## config.mk

```make
export PLATFORM = sky130hd
export DESIGN_NAME = pcle_cnt
export DESIGN_NICKNAME = d
export VERILOG_FILES = /design/src/rtl/pcle_pkg.sv /design/src/rtl/pcle_incdec.sv /design/src/rtl/pcle_cnt.sv
export SDC_FILE = /design/constraint.sdc
export NUM_CORES = 1
export LEC_CHECK = 0
export CAP_MARGIN = 30
export CORE_MARGIN = 1
export CORE_UTILIZATION = 30
export CTS_BUF_LIST = sky130_fd_sc_hd__clkbuf_16
export DETAILED_ROUTE_END_ITERATION = 12
export GPL_TIMING_DRIVEN = 0
export PLACE_DENSITY = 0.62
export REMOVE_ABC_BUFFERS = 1
export SETUP_SLACK_MARGIN = 0.3
export SKIP_LAST_GASP = 1
export SYNTH_ARGS = -nofsm -noshare
export SYNTH_HDL_FRONTEND = slang
export SYNTH_SLANG_ARGS = --single-unit
```

## constraint.sdc

```tcl
create_clock -name clk -period 6.08 [get_ports clk]
set_input_delay 1.824 -clock clk [delete_from_list [all_inputs] [get_ports clk]]
set_output_delay 1.824 -clock clk [all_outputs]
set_load 0.05 [all_outputs]
```

## src/rtl/pcle_pkg.sv

```systemverilog
// pcle_pkg: shared constants, the operation-select enum and the modulo
// inc/dec helpers used by the pcle_cnt counter slice.
//
// The helpers work on a fixed 64-bit carrier so that a single package can
// serve any instance width. Callers zero-extend q and truncate the result to
// WIDTH. Wrapping modulo 2^64 and then truncating gives the same result as
// wrapping modulo 2^WIDTH. Supported widths are therefore 2..63. The top bit
// of the carrier is kept free so that the carry/borrow bits above WIDTH always
// exist.
package pcle_pkg;

  // Default counter width, matching the legacy 8-bit slice.
  localparam int PCLE_WIDTH = 8;

  // Width of the arithmetic carrier used by the helper functions.
  localparam int PCLE_MAX_WIDTH = 64;

  // Which source feeds the q register on the next edge, in priority order.
  typedef enum logic [1:0] {
    OP_HOLD  = 2'd0,
    OP_CLR   = 2'd1,
    OP_LOAD  = 2'd2,
    OP_COUNT = 2'd3
  } pcle_op_e;

  // Increment (up=1) or decrement (up=0) on the carrier. The caller truncates
  // the result to its own width to obtain modulo-2^WIDTH behaviour.
  function automatic logic [PCLE_MAX_WIDTH-1:0] next_count(
    input logic [PCLE_MAX_WIDTH-1:0] q,
    input logic                      up
  );
    logic [PCLE_MAX_WIDTH-1:0] one;
    one = PCLE_MAX_WIDTH'(1);
    return up ? (q + one) : (q - one);
  endfunction

  // Terminal value for the given direction: all-ones across 'width' bits when
  // counting up, zero when counting down. The bits above 'width' are zero.
  function automatic logic [PCLE_MAX_WIDTH-1:0] term_val(
    input logic        up,
    input int unsigned width
  );
    logic [PCLE_MAX_WIDTH-1:0] ones;
    ones = '1;
    return up ? (ones >> (PCLE_MAX_WIDTH - width)) : '0;
  endfunction

endpackage : pcle_pkg

```

## src/rtl/pcle_incdec.sv

```systemverilog
// pcle_incdec: combinational WIDTH-bit incrementer/decrementer with terminal
// detect. This is the parametrised form of the legacy 8-bit next-state adder.
// nxt is q+1 or q-1 modulo 2^WIDTH. term flags that q currently sits on the
// value from which the next step in direction 'up' wraps around.
module pcle_incdec
  import pcle_pkg::*;
#(
  parameter int WIDTH = PCLE_WIDTH
) (
  input  logic [WIDTH-1:0] q,
  input  logic             up,
  output logic [WIDTH-1:0] nxt,
  output logic             term
);

  logic [PCLE_MAX_WIDTH-1:0] q_ext;
  logic [PCLE_MAX_WIDTH-1:0] nxt_ext;
  logic [PCLE_MAX_WIDTH-1:0] term_ext;

  // The carry/borrow bits above WIDTH are discarded by the truncation below.
  // They are reduced into this signal only so that they are visibly consumed.
  logic                      unused_hi;

  assign q_ext    = PCLE_MAX_WIDTH'(q);
  assign term_ext = term_val(up, WIDTH);

  // Modulo step and terminal compare, both purely combinational.
  always_comb begin
    nxt_ext   = next_count(q_ext, up);
    nxt       = nxt_ext[WIDTH-1:0];
    term      = (q_ext == term_ext);
    unused_hi = ^nxt_ext[PCLE_MAX_WIDTH-1:WIDTH];
  end

endmodule : pcle_incdec

```

## src/rtl/pcle_cnt.sv

```systemverilog
// pcle_cnt: registered WIDTH-bit up/down counter slice with parallel load,
// count enable/inhibit and a cascade carry chain (tc -> cin).
//
// Next-state priority is sync_clr > load > count > hold. tc is combinational,
// so a chain of N slices has an N-deep ripple from the least-significant
// stage. wrap is a registered one-cycle pulse that follows an actual
// wrap-around. It is suppressed whenever a clear or a load overrides the count.
module pcle_cnt
  import pcle_pkg::*;
#(
  parameter int                        WIDTH     = PCLE_WIDTH,
  parameter logic [PCLE_MAX_WIDTH-1:0] RESET_VAL = '0
) (
  input  logic             clk,
  input  logic             rst,
  input  logic             sync_clr,
  input  logic             load,
  input  logic [WIDTH-1:0] d,
  input  logic             en,
  input  logic             inhibit,
  input  logic             cin,
  input  logic             up,
  output logic [WIDTH-1:0] q,
  output logic             tc,
  output logic             wrap
);

  // RESET_VAL is truncated to the instance width.
  localparam logic [WIDTH-1:0] RST_Q = RESET_VAL[WIDTH-1:0];

  logic             count_ok;
  logic             term;
  logic [WIDTH-1:0] step_q;
  pcle_op_e         op;
  logic [WIDTH-1:0] q_nxt;
  logic             wrap_nxt;

  assign count_ok = en & ~inhibit & cin;

  // Step and terminal detect for the current direction.
  pcle_incdec #(
    .WIDTH (WIDTH)
  ) u_incdec (
    .q    (q),
    .up   (up),
    .nxt  (step_q),
    .term (term)
  );

  // Terminal count for the next stage. It ignores load and sync_clr so that
  // the cascade ripple depends only on the count qualifiers and q.
  assign tc = count_ok & term;

  // Select the source of the next q in priority order.
  always_comb begin
    op = OP_HOLD;
    if (sync_clr) begin
      op = OP_CLR;
    end else if (load) begin
      op = OP_LOAD;
    end else if (count_ok) begin
      op = OP_COUNT;
    end
  end

  // Next-state mux. A wrap is reported only when the count itself is taken.
  always_comb begin
    q_nxt    = q;
    wrap_nxt = 1'b0;
    unique case (op)
      OP_CLR:   q_nxt = '0;
      OP_LOAD:  q_nxt = d;
      OP_COUNT: begin
        q_nxt    = step_q;
        wrap_nxt = term;
      end
      default:  q_nxt = q;
    endcase
  end

  // Count and wrap registers. The asynchronous reset takes effect at once.
  always_ff @(posedge clk or posedge rst) begin
    if (rst) begin
      q    <= RST_Q;
      wrap <= 1'b0;
    end else begin
      q    <= q_nxt;
      wrap <= wrap_nxt;
    end
  end

endmodule : pcle_cnt

```

==> results.py <==
metrics = {
    "floorplanning": {
        "initial_utilization": 0.324,
        "io_pins": 26,
        "die_area_sq_mm": 0.00296,
        "dieHeight_microns": 54.4,
        "core_area_sq_mm": 0.00254,
        "die_w_microns": 54.4,
        "rows": 18,
    },
    "routing": {
        "drt_pre_antenna_iters": 3,
        "viasPerCell": 5.04,
        "drt_iter0_drc": 4,
        "drc": 0,
        "wirelength_microns": 1960,
        "ant_nets": 0,
        "num_vias": 761,
        "wire_per_inst_microns": 13.0,
    },
    "sta": {
        "rsz0062_at_grt": "false",
        "fin_skew_ps": 0.402,
        "period_needed_ps": 5620,
        "maxSlewViolCount": 0,
        "max-slew-margin-rel": 0.551,
        "tns_ps": 0,
        "finalSetupViolations": 0,
        "hold_viol_final": 0,
        "worstMarginPinSlew_ps": 672,
        "fmax_ghz": 0.178,
        "timing.final.crit_share": 0.925,
        "setup_ws_ps": 457,
    },
    "worst_setup_path": {
        "cp-start-kind": "input port",
        "criticalPathCategory": "in2out",
        "cp_max_fo": 6,
        "crit_path_end_kind": "output port",
        "cp.arrival_ps": 3800,
        "crit_required_ps": 4260,
    },
    "placed_design": {
        "port-buffer-count": 25,
        "dp.cells": 147,
        "dpl.hpwl_microns": 1470,
        "dp_slack_ps": -162,
        "dpl-instance-area_sq_mm": 0.00108,
        "gp_congestion": 0.764,
    },
    "clock_network": {
        "ctsHoldBuffers": 0,
        "cts_tree": "built",
        "clk_transition_reported_paths_ps": 40,
        "clk_latency_ps": 230,
        "cts_max_level": 1,
        "cts_sinks": 9,
        "cts_made_buffers": 3,
        "cts_setup_buffers": 0,
        "max-clock-path-buffers": 2,
        "cts-root-buf": "clkbuf_16",
    },
    "layout": {
        "design_area_sq_mm": 0.00115,
        "drive_gt1_frac": 0.0661,
        "stdcell_count": 151,
        "fin_nets": 145,
        "layout-area-overhead-vs-synth_pct": 40.3,
        "diodes": 0,
    },
    "global_route": {
        "grt_max_degree": 19,
        "grt_usage": 0.165,
        "grt_pass1_vias": 829,
        "grt_overflow_total": 0,
        "grt_antenna_before_repair": 0,
        "grt_first_pass_wirelength_microns": 3460,
    },
    "synthesis": {
        "syn_area_per_cell_sq_um": 8.58,
        "synth_area_sq_um": 823,
        "synth-warning-count": 0,
        "syn_inst": 96,
        "ys_types": 36,
        "ys_ff_latch": 9,
        "synth_seq_area_share": 0.274,
    },
    "worst_hold_path": {
        "min_path_type": "reg2reg",
    },
    "power": {
        "power.density_mw_per_mm2": 223,
        "p_leak_nw": 0.498,
        "ir_drop_mv": 0.201,
    },
    "status": {
        "status": "finished, final reports clean",
    },
    "run": {
        "cap_violations": 0,
    },
}
worst max-delay path: stages:
cell,delay [ps]
clkdlybuf4s50_1,590
inv_1,190
ha_1,410
nand3_1,150
a2111oi_2,370
buf_4,270
layer usage:
layer	up-vias	routed length [microns]	global-route usage
li1	393	-	-
met1	352	898	0.200
met2	14	988	0.285
met3	2	63	0.0278
met4	0	9	0.0726
met5	-	0	0
power by group:
group          total, mW  switching (mW)  internal [mW]
Sequential        0.0672         0.00340         0.0638
Combinational     0.0749          0.0417         0.0332
Clock              0.115          0.0290         0.0860
cells in the final DEF (no fill, tap or decap), drive strengths merged, types with 2 or more instances in the layout:
master | netlist | final
nand3b | 2 | 2
nand3 | 5 | 5
or3 | 5 | 5
clkdlybuf4s50 | 0 | 24
nor2 | 8 | 8
o21ai | 4 | 4
xnor2 | 4 | 4
nor2b | 3 | 3
clkbuf | 0 | 3
inv | 6 | 7
nor3b | 2 | 2
nor3 | 2 | 2
mux2i | 4 | 4
a21oi | 10 | 10
ha | 6 | 6
a2111oi | 2 | 2
and2 | 2 | 2
dfrtp | 9 | 9
nand2 | 7 | 7
metrics by stage:
| step | util | power, mW | hold slack, ps |
|---|---|---|---|
| CTS | 0.453 | 0.261 | 663 |
| floorplan | - | 0.115 | 867 |
| finish | 0.454 | 0.257 | 661 |
| detailed placement | 0.424 | 0.143 | 655 |
| global route | 0.454 | 0.272 | 710 |
| global placement | 0.424 | 0.142 | 642 |
cells by family (layout without fill, tap and decap cells):
group	after synthesis	count (layout)	share of synthesized area
multiplexers	4	4	0.0486
buffers and inverters	10	35	0.0669
adder cells (fa/ha/maj)	7	7	0.116
XOR/XNOR	4	4	0.0425
AO/OA/AOI/OAI	24	24	0.190
flip-flops	9	9	0.274
AND/OR/NAND/NOR	38	38	0.263
repair_timing:
item / 4_1_cts / 5_1_grt
pin swaps: 0 / 0
gates resized for setup: 6 / 2
setup endpoints to repair: 1 / 1
gates cloned: 0 / 0
endpoints found under the hold margin: 0 / 0
area by class of cell:
| type | instances | area (sq um) |
|---|---|---|
| Fill cell | 259 | 1390 |
| Clock inverter | 1 | 3.75 |
| Multi-Input combinational cell | 77 | 543 |
| Timing Repair Buffer | 25 | 248 |
| Tap cell | 30 | 37.5 |
| Inverter | 6 | 22.5 |
| Clock buffer | 3 | 75.1 |
| Sequential cell | 9 | 225 |
path summary, 6_finish.rpt:
kind | from | to | slack (ps) | depth (start not counted)
max in group asynchronous | rst | q[5]$_DFFE_PP0P_ | 3940 | 2
min in group asynchronous | rst | q[1]$_DFFE_PP0P_ | 1870 | 2
max reg2reg | q[1]$_DFFE_PP0P_ | q[5]$_DFFE_PP0P_ | 4240 | 6
min reg2reg | q[5]$_DFFE_PP0P_ | q[5]$_DFFE_PP0P_ | 660 | 2
max | up | tc | 460 | 6
min | q[5]$_DFFE_PP0P_ | q[5]$_DFFE_PP0P_ | 660 | 2
state kept, by name (all words and copies together), names as in the netlist:
| register | cells |
|---|---|
| q | 8 |
| wrap | 1 |
cell usage after synthesis (all sizes together):
cell type,count,area (sq um)
o21a,1,7.51
a21oi,10,50.1
nor2b,3,18.8
a221oi,1,8.76
or4,1,7.51
a2111oi,2,23.8
and2,2,13.8
a311oi,1,8.76
ha,6,75.1
inv,6,22.5
dfrtp,9,225
dlymetal6s2s,1,12.5
or2,1,6.26
xnor2,4,35.0
nor2,8,30.0
a21o,1,7.51
o21bai,1,7.51
o22ai,1,6.26
mux2i,4,40.0
nand3b,2,27.5
nor3b,2,20.0
o31ai,1,7.51
o21ai,4,20.0
nor3,2,10.0
buf,3,20.0
or3,5,31.3
o2111ai,1,8.76
nand2,7,26.3
nand3,5,25.0
fa,1,20.0
Power figures use the tool's default switching activity.
